**src/rtl/disp_demux_if.sv**
```systemverilog
// Signal bundle between a scanned 7-segment source and the disp_demux receiver.
// The master drives the raw anode/segment pins; the slave returns the rebuilt digits and status.
interface disp_demux_if;
  logic [3:0] an_in;
  logic [7:0] sseg_in;
  logic [7:0] out0;
  logic [7:0] out1;
  logic [7:0] out2;
  logic [7:0] out3;
  logic [3:0] digit_upd;
  logic       frame_pulse;
  logic       frame_valid;
  logic       active;
  logic       err_multi;

  modport master (
    output an_in, sseg_in,
    input  out0, out1, out2, out3, digit_upd, frame_pulse, frame_valid, active, err_multi
  );

  modport slave (
    input  an_in, sseg_in,
    output out0, out1, out2, out3, digit_upd, frame_pulse, frame_valid, active, err_multi
  );
endinterface

```
**src/rtl/disp_demux.sv**
```systemverilog
// Receiver for a 4-digit time-multiplexed active-low 7-segment scan: synchronises the pins,
// captures each digit once its pattern has been stable, and tracks frames and scan activity.
module disp_demux #(
  parameter int unsigned STABLE_CYCLES = 16,
  parameter int unsigned TIMEOUT_W     = 20
) (
  input logic         clk,
  input logic         reset,
  disp_demux_if.slave bus
);

  localparam logic [7:0]           STABLE_SAT = 8'(STABLE_CYCLES);
  localparam logic [7:0]           STABLE_EVT = 8'(STABLE_CYCLES - 1);
  localparam logic [TIMEOUT_W-1:0] TMO_MAX    = {TIMEOUT_W{1'b1}};
  localparam logic [TIMEOUT_W-1:0] TMO_ONE    = {{(TIMEOUT_W-1){1'b0}}, 1'b1};

  // One-hot digit select for a single active-low anode; zero for blank or illegal patterns.
  function automatic logic [3:0] digit_mask(input logic [3:0] an);
    case (an)
      4'b1110: digit_mask = 4'b0001;
      4'b1101: digit_mask = 4'b0010;
      4'b1011: digit_mask = 4'b0100;
      4'b0111: digit_mask = 4'b1000;
      default: digit_mask = 4'b0000;
    endcase
  endfunction

  logic [11:0]          sync1_r;
  logic [11:0]          s_r;
  logic [11:0]          p_r;
  logic [7:0]           cnt_r;
  logic [3:0]           seen_r;
  logic [TIMEOUT_W-1:0] tmo_r;
  logic [7:0]           out_r [4];
  logic [3:0]           upd_r;
  logic                 fp_r;
  logic                 fv_r;
  logic                 act_r;
  logic                 err_r;

  logic       evt_s;
  logic       cap_s;
  logic       err_s;
  logic       frame_s;
  logic [3:0] mask_s;
  logic [3:0] seen_next_s;

  // Event detection and capture/frame decisions for the current synced value.
  always_comb begin
    evt_s       = 1'b0;
    mask_s      = digit_mask(s_r[11:8]);
    if ((s_r == p_r) && (cnt_r == STABLE_EVT)) begin
      evt_s = 1'b1;
    end else begin
      evt_s = 1'b0;
    end
    cap_s       = evt_s && (mask_s != 4'b0000);
    err_s       = evt_s && (mask_s == 4'b0000) && (s_r[11:8] != 4'hF);
    seen_next_s = seen_r | mask_s;
    frame_s     = cap_s && (seen_next_s == 4'hF);
  end

  // Two-stage synchroniser, previous-value register and stability counter.
  always_ff @(posedge clk or posedge reset) begin
    if (reset) begin
      sync1_r <= 12'hFFF;
      s_r     <= 12'hFFF;
      p_r     <= 12'hFFF;
      cnt_r   <= 8'd0;
    end else begin
      sync1_r <= {bus.an_in, bus.sseg_in};
      s_r     <= sync1_r;
      p_r     <= s_r;
      if (s_r != p_r) begin
        cnt_r <= 8'd0;
      end else if (cnt_r != STABLE_SAT) begin
        cnt_r <= cnt_r + 8'd1;
      end else begin
        cnt_r <= cnt_r;
      end
    end
  end

  // Digit capture, frame tracking and inactivity timeout; a capture overrides a timeout.
  always_ff @(posedge clk or posedge reset) begin
    if (reset) begin
      for (int i = 0; i < 4; i++) out_r[i] <= 8'hFF;
      upd_r  <= 4'b0000;
      fp_r   <= 1'b0;
      fv_r   <= 1'b0;
      act_r  <= 1'b0;
      err_r  <= 1'b0;
      seen_r <= 4'b0000;
      tmo_r  <= '0;
    end else begin
      upd_r <= cap_s ? mask_s : 4'b0000;
      fp_r  <= frame_s;
      err_r <= err_s;
      if (cap_s) begin
        for (int i = 0; i < 4; i++) begin
          if (mask_s[i]) out_r[i] <= s_r[7:0];
        end
        act_r <= 1'b1;
        tmo_r <= '0;
        if (frame_s) begin
          seen_r <= 4'b0000;
          fv_r   <= 1'b1;
        end else begin
          seen_r <= seen_next_s;
        end
      end else if (tmo_r == TMO_MAX) begin
        act_r  <= 1'b0;
        fv_r   <= 1'b0;
        seen_r <= 4'b0000;
        tmo_r  <= '0;
      end else begin
        tmo_r <= tmo_r + TMO_ONE;
      end
    end
  end

  assign bus.out0        = out_r[0];
  assign bus.out1        = out_r[1];
  assign bus.out2        = out_r[2];
  assign bus.out3        = out_r[3];
  assign bus.digit_upd   = upd_r;
  assign bus.frame_pulse = fp_r;
  assign bus.frame_valid = fv_r;
  assign bus.active      = act_r;
  assign bus.err_multi   = err_r;

endmodule

```
**src/flat_wrapper.sv**
```systemverilog
// flat-port wrapper written by rule: the top's interface ports become plain ports
module disp_demux_flat 
#(
  parameter int unsigned STABLE_CYCLES = 16,
  parameter int unsigned TIMEOUT_W     = 20
)
  (clk, reset, bus_an_in, bus_sseg_in, bus_out0, bus_out1, bus_out2, bus_out3, bus_digit_upd, bus_frame_pulse, bus_frame_valid, bus_active, bus_err_multi);
  disp_demux_if bus_i ();
  input logic clk;
  input logic reset;
  input wire logic [$bits(bus_i.an_in)-1:0] bus_an_in;
  input wire logic [$bits(bus_i.sseg_in)-1:0] bus_sseg_in;
  output wire logic [$bits(bus_i.out0)-1:0] bus_out0;
  output wire logic [$bits(bus_i.out1)-1:0] bus_out1;
  output wire logic [$bits(bus_i.out2)-1:0] bus_out2;
  output wire logic [$bits(bus_i.out3)-1:0] bus_out3;
  output wire logic [$bits(bus_i.digit_upd)-1:0] bus_digit_upd;
  output wire logic [$bits(bus_i.frame_pulse)-1:0] bus_frame_pulse;
  output wire logic [$bits(bus_i.frame_valid)-1:0] bus_frame_valid;
  output wire logic [$bits(bus_i.active)-1:0] bus_active;
  output wire logic [$bits(bus_i.err_multi)-1:0] bus_err_multi;
  assign bus_i.an_in = bus_an_in;
  assign bus_i.sseg_in = bus_sseg_in;
  assign bus_out0 = bus_i.out0;
  assign bus_out1 = bus_i.out1;
  assign bus_out2 = bus_i.out2;
  assign bus_out3 = bus_i.out3;
  assign bus_digit_upd = bus_i.digit_upd;
  assign bus_frame_pulse = bus_i.frame_pulse;
  assign bus_frame_valid = bus_i.frame_valid;
  assign bus_active = bus_i.active;
  assign bus_err_multi = bus_i.err_multi;
  disp_demux #(.STABLE_CYCLES(STABLE_CYCLES), .TIMEOUT_W(TIMEOUT_W)) u_core (.clk(clk), .reset(reset), .bus(bus_i));
endmodule
```
**config.mk**
```make
export PLATFORM = sky130hd
export DESIGN_NAME = disp_demux_flat
export DESIGN_NICKNAME = d
export VERILOG_FILES = /design/src/rtl/disp_demux_if.sv /design/src/rtl/disp_demux.sv /design/src/flat_wrapper.sv
export SDC_FILE = /design/constraint.sdc
export NUM_CORES = 1
export LEC_CHECK = 0
export ABC_AREA = 1
export BUFFER_PORTS_ARGS = -buffer_cell sky130_fd_sc_hd__buf_2
export CAP_MARGIN = 10
export CORE_AREA = 2 2 118 120
export DETAILED_ROUTE_END_ITERATION = 8
export DIE_AREA = 0 0 120 122
export GPL_ROUTABILITY_DRIVEN = 1
export PLACE_DENSITY = 0.5
export SLEW_MARGIN = 0
export SYNTH_ARGS = -nofsm -noshare
export SYNTH_HDL_FRONTEND = slang
export SYNTH_SLANG_ARGS = --single-unit
```
**constraint.sdc**
```tcl
create_clock -name clk -period 3.7 [get_ports clk]
set_input_delay 0.555 -clock clk [delete_from_list [all_inputs] [get_ports clk]]
set_output_delay 0.555 -clock clk [all_outputs]
set_load 0.01 [all_outputs]
```
==> metrics.md <==
| Metric | Value |
|---|---|
| Mapped Nets | `485` |
| Leak | `2.784 nW` |
| R2r startpoint | `u_core.cnt_r[0]$_DFFE_PP0P_` |
| # diodes | `0` |
| Status | `finished clean` |
| Synth-to-layout area growth | `15.48%` |
| Starting Density | `34.71%` |
| Worst Setup End Kind | `register` |
| Largest net degree at the start of global routing | `82` |
| Most frequent cells in the layout | `111 x nand2_1, 68 x dfstp_2, 65 x inv_1` |
| Final Max Slew Viols | `0` |
| Port buffer count | `53` |
| CTS buffer count | `9` |
| Worst r2r dst | `u_core.tmo_r[11]$_DFF_PP0_` |
| Post-DR vias/cell | `4.264` |
| Setup crit start kind | `register` |
| CTS Hold Bufs | `0` |
| Number of top-level pins | `54` |
| Overall Power | `2.209 mW` |
| Worst-Margin Slew | `454.4 ps` |
| Post-layout min period | `1892 ps` |
| Fmax | `528.4 MHz` |
| Crit path max fanout | `25` |
| First-pass GRT wire length | `14.35 mm` |
| Worst R2R Path Depth | `8` |
| Worst R2R Setup Slack | `1810 ps` |
| Yosys reg bits | `108` |
| CTS resizes | `0` |
| Routed WL per cell | `11.74 um` |
| WS Path Type | `register to register` |
| Die area | `14640 um2` |
| Final core utilization | `40.08%` |
| Yosys cell types | `32` |
| Gr usage total | `12.60%` |
| Post-CTS Setup Inserts | `0` |
| Register area share after synthesis | `59.48%` |
| Synth warn | `0` |
| Clk pin slew, worst setup/hold paths | `70 ps` |
| Grt ovf | `0` |
| Crit path DAT | `2140 ps` |
| DP HPWL | `5.784 mm` |
| Clock sinks | `108` |
| Die height | `122 um` |
| Root Driver | `clkbuf_16` |
| Ratio of cells with drive above 1 in the final layout | `37.66%` |
| Clock buffer depth | `2` |
| PD cells | `408.1 nW/um2` |
| Worst slew margin | `69.47%` |
| Post-Syn Area | `4687 um2` |
| Fillers | `1328` |
| Clk_skew | `8.451 ps` |
| Multi-input gate area | `1529 um2` |
| WL final | `8.348 mm` |
| Layout Cells excl Fill | `711` |
| Fin area | `5413 um2` |
| Unrepaired setup endpoints after global routing | `false` |
| First-pass DRT Iterations | `5` |
| DRC viols | `0` |
| Tcrit/Tclk final | `51.15%` |
| Hold crit path type | `input port to async pin` |
| ANT nets after route | `0` |
| Cell Rows | `43` |
| Clk Latency, worst-skew pair | `350 ps` |
| H-tree Lvls | `3` |
| Hold Vio Cnt, Final | `0` |
| Worst path required time | `3950 ps` |
| VDD IR-drop max | `174.7 uV` |
| Gpl congestion | `0.8067` |
| Final Net Count | `543` |
| Via count | `3032` |
| Average cell area after synthesis | `10.01 um2` |
| Final TNS setup | `0 ps` |
| Placed Cells | `695` |
| Detailed Route Iter0 Violations | `168` |
| Cells after Synth | `468` |
| Chip Width | `120 um` |
| CTS tree | `built` |
| Endpoints failing setup | `0` |
| Initial antenna violation count | `0` |
| FF/Latch Area | `2788 um2` |
| Core Region | `13500 um2` |
| Max-cap violations | `0` |
| Placed Area | `5134 um2` |
| Commonest non-fill, non-tap cell in the layout | `nand2_1` |
| Vias in the first global route | `2916` |
critical path, stage by stage, from the launching register on:
cell and delay (ps):
dfrtp_1 410, ha_1 230, nand3_2 130, nor3_4 300, inv_2 110, nor2_8 190, nand2_4 210, nand2_1 160
inv_1 50
sequential cells by signal, indices dropped and copies added (netlist names), 4 cells and up:
register              cells
u_core.bus.out1           8
u_core.bus.out2           8
u_core.tmo_r             20
u_core.p_r               12
u_core.bus.digit_upd      4
u_core.bus.out3           8
u_core.bus.out0           8
u_core.cnt_r              8
u_core.s_r               12
u_core.seen_r             4
u_core.sync1_r           12
cell families after synthesis:
kind of cell	Yosys count	synth area share [%]
AND/OR/NAND/NOR	210	22.16
AO/OA/AOI/OAI	41	6.300
flip-flops	108	59.48
buffers and inverters	88	7.902
adder cells (fa/ha/maj)	3	0.8009
XOR/XNOR	18	3.364
layout make-up:
class,count,area share [%]
clock buffers,12,4.554
clock inverters,4,0.6010
inverters,81,5.663
multi-input cells,272,28.25
flip-flops and latches,108,51.50
well taps,180,4.161
repair buffers,54,5.270
per-layer routing:
layer / part of all wire (%) / global-route usage (%) / vias up
li1: - / - / 1566
met1: 49 / 17.48 / 1414
met2: 45 / 18.57 / 45
met3: 4.1 / 3.558 / 7
met4: 1.5 / 5.074 / 0
met5: 0 / 0 / -
worst max-delay path by stage:
stage                                 from                             to  slack, ps  cells after the start
6_report       u_core.cnt_r[0]$_DFFE_PP0P_     u_core.tmo_r[11]$_DFF_PP0_       1810                      8
5_1_grt        u_core.cnt_r[0]$_DFFE_PP0P_     u_core.tmo_r[11]$_DFF_PP0_       1640                      8
4_1_cts        u_core.cnt_r[0]$_DFFE_PP0P_     u_core.tmo_r[11]$_DFF_PP0_       1780                      8
3_5_place_dp       u_core.s_r[6]$_DFF_PP1_     u_core.tmo_r[11]$_DFF_PP0_       1790                      8
3_3_place_gp       u_core.s_r[6]$_DFF_PP1_     u_core.tmo_r[11]$_DFF_PP0_       1810                      8
2_1_floorplan                        reset  u_core.bus.active$_DFFE_PP0P_        410                      1
power breakdown:
| part | leakage [nW] | switching, mW | internal, mW |
|---|---|---|---|
| Combinational | 1.39 | 0.0497 | 0.0192 |
| Sequential | 1.25 | 0.0131 | 1.22 |
| Clock | 0.138 | 0.427 | 0.481 |
stage by stage:
stage | worst slack, ps | hold slack, ps
finish | 1808 | 188.8
global route | 1640 | 203.2
CTS | 1780 | 187.4
detailed placement | 1794 | 346.8
global placement | 1812 | 345.4
floorplan | 411.9 | 345.2
cell usage after synthesis (all sizes together):
library cell,n,area share (%)
nand2,118,10
inv,81,6.5
dfstp,68,38
dfrtp,40,21
o21ai,38,6.0
nor2,35,3.7
nand3,33,4.3
xnor2,10,1.9
nand4,9,1.5
nor3,8,1.1
xor2,8,1.5
buf,7,1.4
a21oi,3,0.32
ha,3,0.80
nor3b,3,0.48
nand3b,2,0.59
nor4,1,0.13
or2,1,0.13
No activity file was read; power rests on OpenSTA's default activity.
